`config.mk`:
```
export PLATFORM = sky130hd
export DESIGN_NAME = fixed_point_mul_scheduler_flat
export DESIGN_NICKNAME = d
export VERILOG_FILES = /design/src/rtl/fixed_point_mul_scheduler_pkg.sv /design/src/rtl/fixed_point_mul_scheduler_if.sv /design/src/rtl/fixed_point_mul_pipe.sv /design/src/rtl/fixed_point_mul_scheduler.sv /design/src/flat_wrapper.sv
export SDC_FILE = /design/constraint.sdc
export NUM_CORES = 1
export LEC_CHECK = 0
export BUFFER_PORTS_ARGS = -buffer_cell sky130_fd_sc_hd__buf_2
export CELL_PAD_IN_SITES_DETAIL_PLACEMENT = 0
export CELL_PAD_IN_SITES_GLOBAL_PLACEMENT = 1
export CORE_MARGIN = 5
export CORE_UTILIZATION = 51
export CTS_CLUSTER_DIAMETER = 60
export DETAILED_ROUTE_END_ITERATION = 7
export MAX_ROUTING_LAYER = met4
export PLACE_DENSITY = 0.95
export SETUP_SLACK_MARGIN = 0.15
export SLEW_MARGIN = 20
export SYNTH_ARGS = -nofsm -noshare
export SYNTH_HDL_FRONTEND = slang
export SYNTH_SLANG_ARGS = --single-unit
export TNS_END_PERCENT = 1
```
`constraint.sdc`:
```
create_clock -name clk -period 18.41 [get_ports clk]
set_input_delay 3.682 -clock clk [delete_from_list [all_inputs] [get_ports clk]]
set_output_delay 3.682 -clock clk [all_outputs]
set_load 0.05 [all_outputs]
```
`src/rtl/fixed_point_mul_scheduler_pkg.sv`:
```
// Shared widths, Q-format range limits and the pipeline stage record for the
// shared fixed-point multiplier scheduler.
package fixed_point_mul_scheduler_pkg;

   // Stage records use fixed-width containers so one typedef serves every parameter set
   localparam int PROD_CW = 64;
   localparam int ID_CW   = 8;

   function automatic int calc_w(input int n_bits, input int q_bits);
      return n_bits + q_bits;
   endfunction

   function automatic int calc_id_w(input int n_req);
      return (n_req > 1) ? $clog2(n_req) : 1;
   endfunction

   function automatic longint fx_max(input int n_bits, input int q_bits);
      return (64'sd1 <<< (n_bits + q_bits - 1)) - 64'sd1;
   endfunction

   function automatic longint fx_min(input int n_bits, input int q_bits);
      return -(64'sd1 <<< (n_bits + q_bits - 1));
   endfunction

   typedef struct packed {
      logic                      vld;
      logic [ID_CW-1:0]          id;
      logic signed [PROD_CW-1:0] prod;
   } mul_stage_t;

endpackage

```
`src/rtl/fixed_point_mul_scheduler_if.sv`:
```
// Requester operand bus and tagged result stream of the multiplier scheduler.
interface fixed_point_mul_scheduler_if
   import fixed_point_mul_scheduler_pkg::*;
#(
   parameter int N_REQ_P  = 4,
   parameter int N_BITS_P = 8,
   parameter int Q_BITS_P = 8
);
   localparam int W    = calc_w(N_BITS_P, Q_BITS_P);
   localparam int ID_W = calc_id_w(N_REQ_P);

   logic [N_REQ_P-1:0]         req_valid;
   logic [N_REQ_P-1:0]         req_ready;
   logic [N_REQ_P-1:0][W-1:0]  req_a;
   logic [N_REQ_P-1:0][W-1:0]  req_b;
   logic                       res_valid;
   logic                       res_ready;
   logic [ID_W-1:0]            res_id;
   logic [W-1:0]               res_data;
   logic                       res_overflow;
   logic                       busy;

   modport master (
      output req_valid, req_a, req_b, res_ready,
      input  req_ready, res_valid, res_id, res_data, res_overflow, busy
   );

   modport slave (
      input  req_valid, req_a, req_b, res_ready,
      output req_ready, res_valid, res_id, res_data, res_overflow, busy
   );
endinterface

```
`src/rtl/fixed_point_mul_pipe.sv`:
```
// Stallable multiply / round-half-up / range-check pipeline.
// FIXED_POINT_SATURATION_EN clamps out-of-range results; otherwise they wrap.
module fixed_point_mul_pipe
   import fixed_point_mul_scheduler_pkg::*;
#(
   parameter int  N_BITS_P      = 8,
   parameter int  Q_BITS_P      = 8,
   parameter int  MUL_LATENCY_P = 3,
   parameter int  ID_W          = 2,
   localparam int W             = calc_w(N_BITS_P, Q_BITS_P)
) (
   input  logic            clk,
   input  logic            rst,
   input  logic            en,
   input  logic            in_vld,
   input  logic [ID_W-1:0] in_id,
   input  logic [W-1:0]    in_a,
   input  logic [W-1:0]    in_b,
   output logic            out_vld,
   output logic [ID_W-1:0] out_id,
   output logic [W-1:0]    out_data,
   output logic            out_ovf,
   output logic            busy
);
   localparam longint MAXV = fx_max(N_BITS_P, Q_BITS_P);
   localparam longint MINV = fx_min(N_BITS_P, Q_BITS_P);

   logic [MUL_LATENCY_P:0]    vld_pipe;
   logic                      op_vld;
   logic [ID_W-1:0]           op_id;
   logic signed [W-1:0]       op_a, op_b;
   logic signed [2*W-1:0]     prod_w;
   mul_stage_t                s_in, s_last;
   logic signed [PROD_CW-1:0] rnd, sel;
   logic                      ovf;
   logic                      unused_bits;

   always_ff @(posedge clk or posedge rst)
      if (rst) begin
         op_vld <= 1'b0;
         op_id  <= '0;
         op_a   <= '0;
         op_b   <= '0;
      end else if (en) begin
         op_vld <= in_vld;
         op_id  <= in_id;
         op_a   <= in_a;
         op_b   <= in_b;
      end

   assign prod_w = op_a * op_b;
   assign s_in   = '{vld: op_vld, id: ID_CW'(op_id), prod: PROD_CW'(prod_w)};
   assign vld_pipe[0] = op_vld;

   generate
      if (MUL_LATENCY_P > 1) begin : g_mid
         mul_stage_t mid [MUL_LATENCY_P-1:1];
         always_ff @(posedge clk or posedge rst)
            if (rst) begin
               for (int k = 1; k < MUL_LATENCY_P; k++) mid[k] <= '0;
            end else if (en) begin
               mid[1] <= s_in;
               for (int k = 2; k < MUL_LATENCY_P; k++) mid[k] <= mid[k-1];
            end
         for (genvar k = 1; k < MUL_LATENCY_P; k++) begin : g_v
            assign vld_pipe[k] = mid[k].vld;
         end
         assign s_last = mid[MUL_LATENCY_P-1];
      end else begin : g_direct
         assign s_last = s_in;
      end
   endgenerate

   // Product magnitude stays below 2^(2W-1), so adding the half-LSB cannot overflow the container
   assign rnd = (s_last.prod + (64'sd1 <<< (Q_BITS_P - 1))) >>> Q_BITS_P;
   assign ovf = (rnd > MAXV) || (rnd < MINV);
`ifdef FIXED_POINT_SATURATION_EN
   assign sel = !ovf ? rnd : (rnd[PROD_CW-1] ? MINV : MAXV);
`else
   assign sel = rnd;
`endif
   assign unused_bits = ^{sel[PROD_CW-1:W], s_last.id[ID_CW-1:ID_W]};

   always_ff @(posedge clk or posedge rst)
      if (rst) begin
         out_vld  <= 1'b0;
         out_id   <= '0;
         out_data <= '0;
         out_ovf  <= 1'b0;
      end else if (en) begin
         out_vld  <= s_last.vld;
         out_id   <= s_last.id[ID_W-1:0];
         out_data <= sel[W-1:0];
         out_ovf  <= s_last.vld & ovf;
      end

   assign vld_pipe[MUL_LATENCY_P] = out_vld;
   assign busy = |vld_pipe;

endmodule

```
`src/rtl/fixed_point_mul_scheduler.sv`:
```
// Round-robin arbiter sharing one pipelined Q-format multiplier between requesters.
// Build option FIXED_POINT_SATURATION_EN selects saturating instead of wrapping results.
module fixed_point_mul_scheduler
   import fixed_point_mul_scheduler_pkg::*;
#(
   parameter int N_REQ_P       = 4,
   parameter int N_BITS_P      = 8,
   parameter int Q_BITS_P      = 8,
   parameter int MUL_LATENCY_P = 3
) (
   input logic                        clk,
   input logic                        rst,
   fixed_point_mul_scheduler_if.slave bus
);
   localparam int ID_W = calc_id_w(N_REQ_P);

   logic [ID_W-1:0]    last_grant, gnt_id, idx;
   logic [N_REQ_P-1:0] grant;
   logic               gnt_any, advance, xfer;
   int                 idx_i;

   assign advance = !bus.res_valid || bus.res_ready;

   // First valid requester after the last winner, wrapping at N_REQ_P-1
   always_comb begin
      grant   = '0;
      gnt_id  = '0;
      gnt_any = 1'b0;
      idx_i   = 0;
      idx     = '0;
      for (int k = 1; k <= N_REQ_P; k++) begin
         idx_i = (int'(last_grant) + k) % N_REQ_P;
         idx   = ID_W'(idx_i);
         if (!gnt_any && bus.req_valid[idx]) begin
            grant[idx] = 1'b1;
            gnt_id     = idx;
            gnt_any    = 1'b1;
         end
      end
   end

   assign bus.req_ready = (rst || !advance) ? '0 : grant;
   assign xfer          = gnt_any && advance && !rst;

   always_ff @(posedge clk or posedge rst)
      if (rst)       last_grant <= ID_W'(N_REQ_P - 1);
      else if (xfer) last_grant <= gnt_id;

   fixed_point_mul_pipe #(
      .N_BITS_P      (N_BITS_P),
      .Q_BITS_P      (Q_BITS_P),
      .MUL_LATENCY_P (MUL_LATENCY_P),
      .ID_W          (ID_W)
   ) u_pipe (
      .clk      (clk),
      .rst      (rst),
      .en       (advance),
      .in_vld   (xfer),
      .in_id    (gnt_id),
      .in_a     (bus.req_a[gnt_id]),
      .in_b     (bus.req_b[gnt_id]),
      .out_vld  (bus.res_valid),
      .out_id   (bus.res_id),
      .out_data (bus.res_data),
      .out_ovf  (bus.res_overflow),
      .busy     (bus.busy)
   );

endmodule
```
`src/flat_wrapper.sv`:
```
// flat-port wrapper written by rule: the top's interface ports become plain ports
module fixed_point_mul_scheduler_flat import fixed_point_mul_scheduler_pkg::*;
#(
   parameter int N_REQ_P       = 4,
   parameter int N_BITS_P      = 8,
   parameter int Q_BITS_P      = 8,
   parameter int MUL_LATENCY_P = 3
)
  (clk, rst, bus_req_valid, bus_req_a, bus_req_b, bus_res_ready, bus_req_ready, bus_res_valid, bus_res_id, bus_res_data, bus_res_overflow, bus_busy);
  fixed_point_mul_scheduler_if #(.N_REQ_P(N_REQ_P), .N_BITS_P(N_BITS_P), .Q_BITS_P(Q_BITS_P)) bus_i ();
  input logic clk;
  input logic rst;
  input wire logic [$bits(bus_i.req_valid)-1:0] bus_req_valid;
  input wire logic [$bits(bus_i.req_a)-1:0] bus_req_a;
  input wire logic [$bits(bus_i.req_b)-1:0] bus_req_b;
  input wire logic [$bits(bus_i.res_ready)-1:0] bus_res_ready;
  output wire logic [$bits(bus_i.req_ready)-1:0] bus_req_ready;
  output wire logic [$bits(bus_i.res_valid)-1:0] bus_res_valid;
  output wire logic [$bits(bus_i.res_id)-1:0] bus_res_id;
  output wire logic [$bits(bus_i.res_data)-1:0] bus_res_data;
  output wire logic [$bits(bus_i.res_overflow)-1:0] bus_res_overflow;
  output wire logic [$bits(bus_i.busy)-1:0] bus_busy;
  assign bus_i.req_valid = bus_req_valid;
  assign bus_i.req_a = bus_req_a;
  assign bus_i.req_b = bus_req_b;
  assign bus_i.res_ready = bus_res_ready;
  assign bus_req_ready = bus_i.req_ready;
  assign bus_res_valid = bus_i.res_valid;
  assign bus_res_id = bus_i.res_id;
  assign bus_res_data = bus_i.res_data;
  assign bus_res_overflow = bus_i.res_overflow;
  assign bus_busy = bus_i.busy;
  fixed_point_mul_scheduler #(.N_REQ_P(N_REQ_P), .N_BITS_P(N_BITS_P), .Q_BITS_P(Q_BITS_P), .MUL_LATENCY_P(MUL_LATENCY_P)) u_core (.clk(clk), .rst(rst), .bus(bus_i));
endmodule
```
==> out/results.tsv <==
metric	value	unit
via count	11900	
worst stage delay on the critical path	0.64	ns
clock root cell	clkbuf_16	
Die H	186	um
PortBufs	159	
grt ovf	0	
crit path max fanout	8	
most numerous cell in the Yosys netlist	inv_1	
Mapped Cells	1728	
H-tree Lvls	4	
drt wl/cell	15.6	um
Area Overhead vs Synth	9.78	%
Ports	160	
Adder-Cell Fraction of Synth Area	39.8	%
Final Max Tran Viols	0	
Register Area	2830	sq um
Clk Latency, worst-skew pair	0.43	ns
Max Freq	107	MHz
router iterations before antenna repair	5	
Crit path required time	14.73	ns
syn avg cell area	9.17	sq um
Hold Buf Count CTS	0	
setup TNS	0	ns
Reg2Reg Launch Point	u_core.u_pipe.op_a[7]$_DFFE_PP0N_	
post-CTS setup buffers	0	
Die ar.	34700	sq um
final hold violation count	0	
Num CTS Buffers	17	
# rows	64	
first-pass GRT wire length	58700	um
Worst Hold Class	flop to flop	
Ant. Diodes	0	
layout cell share with drive strength beyond 1	12.0	%
Synth warnings	0	
Core Area	30700	sq um
CP max-delay cell	mux4_1	
CP endpoint kind	output port	
Max-Cap Viols	0	
drt initial violations	698	
Worst Tran Pin Value	1.07	ns
main combinational cell family by area after synthesis	adder cells	
GRT Util Overall	21.6	%
Synth area leader	fa_1	
CP Class	input port to output port	
final core utilization	56.7	%
Synth Flop Type	dfrtp_1	
DRC Markers	0	
Post-synth EDFFs	0	
R2R Setup Slk	11.27	ns
CP bufs+invs	2	
post-CTS sizing	0	
Synth Area in Compound Gates	9.88	%
initial antenna violation count	0	
initial cell density of the core	51.7	%
final worst-path cycle share	50.8	%
vias in the first global route	12300	
RSZ-0062 raised after global routing	false	
Routed WL	34900	um
Max Root-Sink Buffers	2	
Fill cells	2731	
Yosys cell types	66	
Synthesized Nets	2210	
DR vias/cell	5.32	
Critical Path Source Type	input port	
crit-path cells	buf_2, mux4_1, or3_1, and2b_1, a221oi_1, nor3_1, buf_2	
Nets	2312	
# clock sinks	113	
most frequent CP cell	buf_2	
Critical Path Stages	7	
post-route minimum period	9.35	ns
Worst slew margin	28.7	%
Clock Pin Slew Worst Setup and Hold Paths	0.06	ns
largest cells by area after synthesis	fa_1 33%, dfrtp_1 18%, inv_1 8.2%	
FF+latch count, synth	113	
synthesized cell area	15800	sq um
status	finished clean	
post-DP HPWL	27200	um
Final Setup Violations	0	
cell family with most CP delay	simple AND/OR/NAND/NOR gates	
ANT nets after route	0	
Synth top cells by count	346 x inv_1, 269 x nand2_1, 261 x fa_1, 114 x and2_1, 111 x dfrtp_1	
final clock skew	0.0125	ns
FFs w/ async S/R, synth	100	%
Worst R2R End	u_core.u_pipe.g_mid.mid[30]$_DFFE_PP0N_	
footprint of the multi-input gates	11300	sq um
die width	186	um
crit path from	bus_req_valid[3]	
RD Place Congestion	0.861	
R2R depth	21	
CP Capture Point	bus_req_ready[1]	
register area share after synthesis	17.9	%
mux cell area share after synthesis	3.00	%
top-area cell type share of the netlist area	33.0	%
TritonCTS clock tree	yes	
Worst Path Arrival	5.67	ns
Synth Area in Simple Gates	16.2	%
pin count of the biggest net entering global routing	94	
Post-Synth XOR/XNOR Area	2.54	%
==> area by class of cell <==
type / count / area share [%]
Multi-Input combinational cell: 1186 / 65.1
Sequential cell: 113 / 16.3
Inverter: 346 / 7.48
Timing Repair Buffer: 166 / 4.90
Tap cell: 396 / 2.85
Clock buffer: 17 / 2.45
Clock inverter: 15 / 0.956
==> per-layer routing <==
| metal | share of wire [%] | track usage (%) |
|---|---|---|
| met1 | 39 | 26.8 |
| met2 | 54 | 36.7 |
| met3 | 4.1 | 2.72 |
| met4 | 3.5 | 7.32 |
| met5 | 0 | - |
==> state kept, by name, summed over array words and instances (netlist names) <==
| register | flops |
|---|---|
| u_core.u_pipe.op_vld | 1 |
| u_core.u_pipe.g_mid.mid | 56 |
| u_core.u_pipe.op_a | 16 |
| u_core.u_pipe.out_ovf | 1 |
| u_core.u_pipe.out_vld | 1 |
| u_core.u_pipe.op_b | 16 |
| u_core.u_pipe.op_id | 2 |
| u_core.u_pipe.out_data | 16 |
| u_core.last_grant | 2 |
| u_core.u_pipe.out_id | 2 |
==> per-stage QoR <==
step	instance area, sq um	hold WS (ns)	std cells	setup slack [ns]
finish	17400	0.468	2239	9.06
global route	17400	0.488	2239	8.88
global placement	16800	0.449	2207	9.11
CTS	17400	0.474	2239	9.05
detailed placement	16800	0.459	2207	9.05
floorplan	15800	0.439	1728	8.70
==> worst min-delay path, cell delays in order, from the launching register on <==
cell     delay, ns
dfrtp_1       0.34
nand2_1       0.05
nand2_1       0.05
==> layout by cell type (no fill, tap or decap), types with 4 or more instances in the layout <==
cell,count
o21bai_1,4
dfrtp_1,111
a211oi_1,65
o31ai_1,5
o211ai_1,5
ha_1,86
buf_2,159
nand4_1,7
a21o_1,43
buf_4,6
and3_1,6
o21ai_0,40
and2_1,114
mux2i_1,37
nor2b_1,32
a221oi_1,5
a211oi_2,4
xnor2_1,33
nand2_1,269
fa_1,261
inv_1,345
nor2_1,42
or3_1,4
a22oi_1,5
inv_6,6
nand2b_1,10
nand3_1,10
xor2_1,13
a21oi_1,23
clkbuf_16,17
inv_8,4
nor3_1,10
==> worst min-delay path by stage <==
| stage | to | startpoint | depth (start not counted) |
|---|---|---|---|
| global route | u_core.u_pipe.g_mid.mid[65]$_DFFE_PP0N_ | u_core.u_pipe.g_mid.mid[65]$_DFFE_PP0N_ | 2 |
| global placement | u_core.u_pipe.out_id[0]$_DFFE_PP0N_ | u_core.u_pipe.out_id[0]$_DFFE_PP0N_ | 2 |
| detailed placement | u_core.u_pipe.out_id[1]$_DFFE_PP0N_ | u_core.u_pipe.out_id[1]$_DFFE_PP0N_ | 2 |
| finish | u_core.u_pipe.out_id[0]$_DFFE_PP0N_ | u_core.u_pipe.out_id[0]$_DFFE_PP0N_ | 2 |
| CTS | u_core.u_pipe.op_id[1]$_DFFE_PP0N_ | u_core.u_pipe.op_id[1]$_DFFE_PP0N_ | 2 |
| floorplan | u_core.u_pipe.g_mid.mid[137]$_DFFE_PP0N_ | u_core.u_pipe.g_mid.mid[137]$_DFFE_PP0N_ | 2 |
==> logic make-up (layout without fill, tap and decap cells) <==
kind of cell               count (synthesis)  after routing
and+or+nand+nor                          528            528
buffers and inverters                    429            544
adders and majority gates                347            347
AOI/OAI and AO/OA                        223            223
DFF                                      113            113
xor gates and xnor gates                  46             46
muxes                                     42             42
Power is not shown: default switching activity piles up to over one toggle a cycle in this logic, so the estimate is an artifact.
